==> src/rtl/fetch_decode_unit.sv <==
// RV32I fetch/decode stage: fetches one word at a time from a wait-stated
// instruction memory, decodes it into registered fields, and hands it to
// execute over a valid/ready handshake. Supports PC redirect, optional RV32E
// register checking, and a sticky halt on SYSTEM.
module fetch_decode_unit #(
    parameter logic [31:0] RESET_PC       = 32'h0000_0000,
    parameter bit          RV32E          = 1'b0,
    parameter bit          HALT_ON_SYSTEM = 1'b1
) (
    input  logic        clk,
    input  logic        resetn,
    output logic [31:0] imem_addr,
    output logic        imem_rstrb,
    input  logic [31:0] imem_rdata,
    input  logic        imem_rbusy,
    input  logic        redir_valid,
    input  logic [31:0] redir_pc,
    output logic        d_valid,
    input  logic        d_ready,
    output logic [31:0] d_pc,
    output logic [31:0] d_instr,
    output logic [9:0]  d_opclass,
    output logic [4:0]  d_rd,
    output logic [4:0]  d_rs1,
    output logic [4:0]  d_rs2,
    output logic [2:0]  d_funct3,
    output logic [6:0]  d_funct7,
    output logic [31:0] d_imm,
    output logic        d_illegal,
    output logic        halted
);

    typedef enum logic [1:0] {
        S_REQ,
        S_WAIT,
        S_OUT,
        S_HALT
    } state_t;

    localparam int unsigned OC_ALUREG = 0;
    localparam int unsigned OC_ALUIMM = 1;
    localparam int unsigned OC_BRANCH = 2;
    localparam int unsigned OC_JALR   = 3;
    localparam int unsigned OC_JAL    = 4;
    localparam int unsigned OC_AUIPC  = 5;
    localparam int unsigned OC_LUI    = 6;
    localparam int unsigned OC_LOAD   = 7;
    localparam int unsigned OC_STORE  = 8;
    localparam int unsigned OC_SYSTEM = 9;

    state_t      state;
    logic [31:0] pc;
    logic        kill;

    logic [9:0]  dec_opclass;
    logic [31:0] dec_imm;
    logic        dec_illegal;
    logic [31:0] redir_target;

    assign redir_target = {redir_pc[31:2], 2'b00};

    // Fetch request is combinational so a redirect can veto it in the same cycle.
    always_comb begin
        imem_addr  = {pc[31:2], 2'b00};
        imem_rstrb = (state == S_REQ) && resetn && !redir_valid;
    end

    // Decode the incoming memory word; the result is only captured on a live return.
    always_comb begin
        logic [31:0] i;
        logic        uses_rd;
        logic        uses_rs1;
        logic        uses_rs2;
        i           = imem_rdata;
        dec_opclass = '0;
        dec_imm     = '0;
        dec_illegal = 1'b0;
        uses_rd     = 1'b0;
        uses_rs1    = 1'b0;
        uses_rs2    = 1'b0;

        case (i[6:0])
            7'b0110011: dec_opclass[OC_ALUREG] = 1'b1;
            7'b0010011: dec_opclass[OC_ALUIMM] = 1'b1;
            7'b1100011: dec_opclass[OC_BRANCH] = 1'b1;
            7'b1100111: dec_opclass[OC_JALR]   = 1'b1;
            7'b1101111: dec_opclass[OC_JAL]    = 1'b1;
            7'b0010111: dec_opclass[OC_AUIPC]  = 1'b1;
            7'b0110111: dec_opclass[OC_LUI]    = 1'b1;
            7'b0000011: dec_opclass[OC_LOAD]   = 1'b1;
            7'b0100011: dec_opclass[OC_STORE]  = 1'b1;
            7'b1110011: dec_opclass[OC_SYSTEM] = 1'b1;
            default:    dec_opclass            = '0;
        endcase

        if (dec_opclass[OC_ALUIMM] || dec_opclass[OC_JALR] ||
            dec_opclass[OC_LOAD] || dec_opclass[OC_SYSTEM]) begin
            dec_imm = {{21{i[31]}}, i[30:20]};
        end else if (dec_opclass[OC_STORE]) begin
            dec_imm = {{21{i[31]}}, i[30:25], i[11:7]};
        end else if (dec_opclass[OC_BRANCH]) begin
            dec_imm = {{20{i[31]}}, i[7], i[30:25], i[11:8], 1'b0};
        end else if (dec_opclass[OC_AUIPC] || dec_opclass[OC_LUI]) begin
            dec_imm = {i[31:12], 12'b0};
        end else if (dec_opclass[OC_JAL]) begin
            dec_imm = {{12{i[31]}}, i[19:12], i[20], i[30:21], 1'b0};
        end

        uses_rd  = !(dec_opclass[OC_BRANCH] || dec_opclass[OC_STORE]);
        uses_rs1 = !(dec_opclass[OC_JAL] || dec_opclass[OC_AUIPC] || dec_opclass[OC_LUI]);
        uses_rs2 = dec_opclass[OC_ALUREG] || dec_opclass[OC_BRANCH] || dec_opclass[OC_STORE];

        dec_illegal = (dec_opclass == '0);
        if (RV32E && (dec_opclass != '0)) begin
            if ((uses_rd && i[11]) || (uses_rs1 && i[19]) || (uses_rs2 && i[24])) begin
                dec_illegal = 1'b1;
            end
        end
    end

    // Fetch/present state machine with redirect taking priority over the handshake.
    always_ff @(posedge clk) begin
        if (!resetn) begin
            state     <= S_REQ;
            pc        <= RESET_PC & ~32'd3;
            kill      <= 1'b0;
            d_valid   <= 1'b0;
            d_pc      <= '0;
            d_instr   <= '0;
            d_opclass <= '0;
            d_rd      <= '0;
            d_rs1     <= '0;
            d_rs2     <= '0;
            d_funct3  <= '0;
            d_funct7  <= '0;
            d_imm     <= '0;
            d_illegal <= 1'b0;
            halted    <= 1'b0;
        end else begin
            case (state)
                S_REQ: begin
                    if (redir_valid) begin
                        pc <= redir_target;
                    end else begin
                        state <= S_WAIT;
                    end
                end
                S_WAIT: begin
                    if (redir_valid) begin
                        pc   <= redir_target;
                        kill <= 1'b1;
                    end
                    // A return that overlaps a redirect, or follows one, belongs to the old path.
                    if (!imem_rbusy) begin
                        if (kill || redir_valid) begin
                            kill  <= 1'b0;
                            state <= S_REQ;
                        end else begin
                            d_valid   <= 1'b1;
                            d_pc      <= pc;
                            d_instr   <= imem_rdata;
                            d_opclass <= dec_opclass;
                            d_rd      <= imem_rdata[11:7];
                            d_rs1     <= imem_rdata[19:15];
                            d_rs2     <= imem_rdata[24:20];
                            d_funct3  <= imem_rdata[14:12];
                            d_funct7  <= imem_rdata[31:25];
                            d_imm     <= dec_imm;
                            d_illegal <= dec_illegal;
                            state     <= S_OUT;
                        end
                    end
                end
                S_OUT: begin
                    if (redir_valid) begin
                        d_valid <= 1'b0;
                        pc      <= redir_target;
                        state   <= S_REQ;
                    end else if (d_ready) begin
                        d_valid <= 1'b0;
                        pc      <= pc + 32'd4;
                        if (HALT_ON_SYSTEM && d_opclass[OC_SYSTEM] && !d_illegal) begin
                            halted <= 1'b1;
                            state  <= S_HALT;
                        end else begin
                            state <= S_REQ;
                        end
                    end
                end
                S_HALT: begin
                    d_valid <= 1'b0;
                end
                default: state <= S_REQ;
            endcase
        end
    end

endmodule

==> config.mk <==
export PLATFORM = sky130hd
export DESIGN_NAME = fetch_decode_unit
export DESIGN_NICKNAME = d
export VERILOG_FILES = /design/src/rtl/fetch_decode_unit.sv
export SDC_FILE = /design/constraint.sdc
export NUM_CORES = 1
export LEC_CHECK = 0
export ABC_AREA = 1
export CAP_MARGIN = 20
export CORE_MARGIN = 2
export CORE_UTILIZATION = 42
export CTS_CLUSTER_DIAMETER = 60
export DETAILED_ROUTE_END_ITERATION = 10
export PLACE_DENSITY = 0.77
export SYNTH_ARGS = -nofsm -noshare
export SYNTH_HDL_FRONTEND = slang
export SYNTH_SLANG_ARGS = --single-unit
export TNS_END_PERCENT = 1
==> constraint.sdc <==
create_clock -name clk -period 1.9 [get_ports clk]
set_clock_uncertainty 0.2 [all_clocks]
set_input_delay 0.38 -clock clk [delete_from_list [all_inputs] [get_ports clk]]
set_output_delay 0.38 -clock clk [all_outputs]
set_load 0.01 [all_outputs]
==> results.yml <==
status:
  status: "finished clean"
setup_path:
  endpoint_kind: "output pin"
  cp-start-kind: "flip-flop"
  r2r_start: "state[0]$_SDFFE_PN0P_"
  r2r_slack_ps: 70
  critPathArrivalTime_ps: 1290
  crit_required_ps: 1320
  worstPathMaxFanout: 3
  reg2reg_to: "pc[19]$_SDFFE_PN0P_"
  worst_r2r_path_depth: 12
  worstSetupPathType: "flip-flop to output pin"
global_routing:
  busiest_layer: "met2"
  antenna_found_initial: 0
  grt_use_total_pct: 26.3
  grt_pass1_vias: 7220
  gr-total-overflow: 0
  grt_pass1_wl_um: 37200
  use_met1_pct: 34.9
  met2_usage_pct: 41.2
  grt_max_degree: 83
  grtUsageMet3_pct: 6.58
die:
  rows: 47
  die_h_um: 134
  initial_core_util_pct: 42.7
  die_w_um: 134
  pin_count: 236
  die_area_um2: 17900
  core_um2: 16500
route:
  viasPerCell: 5.08
  wl_per_cell_um: 15.6
  drcViolationCount: 0
  first_pass_iters: 5
  antenna_left: 0
  drt_iter0_markers: 610
  wl_um: 24000
  via_count: 7819
power:
  report.power.total_mw: 10.6
  peakVddDrop_uv: 744
  p_leak_nw: 5.31
  power.density_nw_per_um2: 1000
timing:
  hold_viol: 0
  finalCritPeriodShare_pct: 98.3
  slew_viol_final: 0
  setup_tns_ps: 0
  fmax_mhz: 535
  layout_setup_ws_ps: 32.1
  rsz0062_at_grt: "yes"
  period_needed_ps: 1870
  setup_viol: 0
  hold_ws_ps: 134
placement:
  port_buffers: 229
  dpl_worst_slack_ps: -435
  gp_congestion: 0.901
  hpwl_um: 17500
  dp.cells: 1506
yosys:
  yosys_warnings: 0
  netlist_area_um2: 7060
  yosys_register_bits: 140
  synth-simple-area-share_pct: 31.5
  ys_types: 37
  seq_area_frac_synth_pct: 39.7
  muxShareOfSynthArea_pct: 0
  synth_top_family_by_area: "simple AND/OR/NAND/NOR gates"
  syn_inst: 1050
  syn_area_per_cell_um2: 6.72
  synth_compound_area_share_pct: 16.9
  synth_fa_ha_area_share_pct: 0.886
  synthXorXnorAreaFrac_pct: 0.248
final_layout:
  num-fill-cells: 1489
  fin_nets: 1379
  area.sequential_um2: 2840
  areaGrowthSynthToFinish_pct: 50.5
  multi_input_area_um2: 3590
  fin_cells: 1538
  antennaDiodeCount: 0
  drive_gt1_share_pct: 15.4
cts:
  cts_max_level: 4
  path_clk_slew_ps: 60
  cts_root_buffer: "clkbuf_16"
  cts_max_path_buffers: 2
  post_cts_buffers: 0
  clk_latency_ps: 430
  cts_hold_buffers: 0
  cts.sinks: 140
  numCtsBuffers: 17
  cts_tree: "yes"
min_path:
  hold_path.startpoint: "imem_rdata[1]"
  whs_endpoint: "d_instr[1]$_SDFFE_PN0P_"
  hold_depth: 3
  hold_path.class: "input port to flip-flop"
job:
  drv_cap: 0
## synthesized netlist by cell type
cell type | instances | area, um2
nand3_2 | 8 | 80.1
nand4_2 | 1 | 12.5
o21ai_0 | 100 | 500
a221oi_1 | 1 | 8.76
a21oi_1 | 97 | 485
inv_1 | 71 | 267
conb_1 | 1 | 3.75
nand3_1 | 46 | 230
nand2_2 | 9 | 56.3
a31oi_1 | 4 | 25.0
buf_2 | 15 | 75.1
clkbuf_1 | 30 | 113
or2_0 | 1 | 6.26
nand2_1 | 243 | 912
xnor2_1 | 2 | 17.5
nor2_8 | 1 | 20.0
o22ai_1 | 1 | 6.26
o21ai_1 | 1 | 5.00
o21a_1 | 13 | 97.6
o31ai_1 | 1 | 7.51
nor2_2 | 6 | 37.5
buf_6 | 1 | 11.3
nand2_4 | 1 | 11.3
dfxtp_1 | 140 | 2800
nor2_4 | 5 | 56.3
buf_4 | 33 | 248
nand4_1 | 9 | 56.3
buf_1 | 2 | 7.51
nor3_1 | 3 | 15.0
or2_2 | 1 | 6.26
inv_2 | 9 | 33.8
nand3b_1 | 11 | 82.6
nor2_1 | 171 | 642
a211oi_1 | 2 | 15.0
ha_1 | 5 | 62.6
a22o_1 | 1 | 8.76
a21oi_2 | 4 | 35.0
## repair_timing
action / in CTS / in global routing
setup endpoints to repair: 147 / 82
pin swaps: 0 / 0
resized for setup: 165 / 45
## metrics by stage
step                utilization, %  cell area (um2)
floorplan                        -             7070
global placement              60.5             9990
detailed placement            60.5             9990
CTS                           63.5            10500
global route                  64.3            10600
finish                        64.3            10600
## layout make-up
type	instances	share of cell area, %
flip-flops and latches	140	26.7
clock buffers	21	4.43
repair buffers	314	28.1
multi-input cells	752	33.8
inverters	80	2.83
clock inverters	11	1.48
well taps	220	2.59
## cells by family (layout without fill, tap and decap cells)
kind of cell               count (synthesis)  count (layout)
xor gates and xnor gates                   2               2
other                                      1               4
buffers and inverters                    161             426
AOI/OAI and AO/OA                        225             225
and+or+nand+nor                          516             516
adders and majority gates                  5               5
DFF                                      140             140
## cell usage in the layout (no fill, tap or decap), drive strengths merged
cell type / netlist / layout
clkbuf: 30 / 21
clkinvlp: 0 / 4
o31ai: 1 / 1
clkinv: 0 / 1
o21ai: 101 / 101
bufinv: 0 / 3
a22o: 1 / 1
dlymetal6s2s: 0 / 22
a31oi: 4 / 4
nand2: 253 / 253
dfxtp: 140 / 140
xnor2: 2 / 2
nand4: 10 / 10
conb: 1 / 4
ha: 5 / 5
dlygate4sd2: 0 / 134
nand3: 54 / 54
nor3: 3 / 3
a211oi: 2 / 2
o21a: 13 / 13
nand3b: 11 / 11
a221oi: 1 / 1
clkdlybuf4s50: 0 / 71
or2: 2 / 2
inv: 80 / 83
a21oi: 101 / 101
nor2: 183 / 183
buf: 51 / 87
o22ai: 1 / 1
## where the power goes
| group | switching (mW) | total, mW | internal, mW |
|---|---|---|---|
| registers | 0.412 | 3.81 | 3.40 |
| logic | 1.75 | 3.28 | 1.53 |
| clock network | 1.36 | 3.55 | 2.19 |
| total | 3.52 | 10.6 | 7.11 |
## critical path: stages, from the launching register on
cell	delay, ps
dfxtp_2	320
inv_2	90
ha_2	180
nand2_1	50
nor2_1	80
buf_2	140
## worst max-delay path by stage
stage	from	to	slack (ps)	cells after the start
floorplan	pc[2]$_SDFFE_PN0P_	pc[16]$_SDFFE_PN0P_	140	10
global placement	imem_rdata[1]	d_imm[24]$_SDFFE_PN0P_	-380	11
detailed placement	imem_rdata[2]	d_imm[24]$_SDFFE_PN0P_	-430	12
CTS	d_pc[17]$_SDFFE_PN0P_	d_pc[17]	0.7	1
global route	state[0]$_SDFFE_PN0P_	pc[14]$_SDFFE_PN0P_	-30	12
finish	state[0]$_SDFFE_PN0P_	imem_rstrb	30	5
## per-layer routing
layer / wire length [um] / part of all wire [%] / up-vias
met3: 2020 / 8.4 / 41
met1: 10400 / 43 / 3566
met5: 0 / 0 / -
met4: 558 / 2.3 / 0
met2: 11000 / 46 / 351
li1: - / - / 3861
## state kept, by name, summed over array words and instances, names as in the netlist
signal / flops
d_instr: 31
halted: 1
d_valid: 1
d_imm: 32
pc: 30
d_opclass: 10
d_illegal: 1
d_pc: 30
d_funct7: 1
kill: 1
state: 2
No activity file was read; power rests on OpenSTA's default activity.
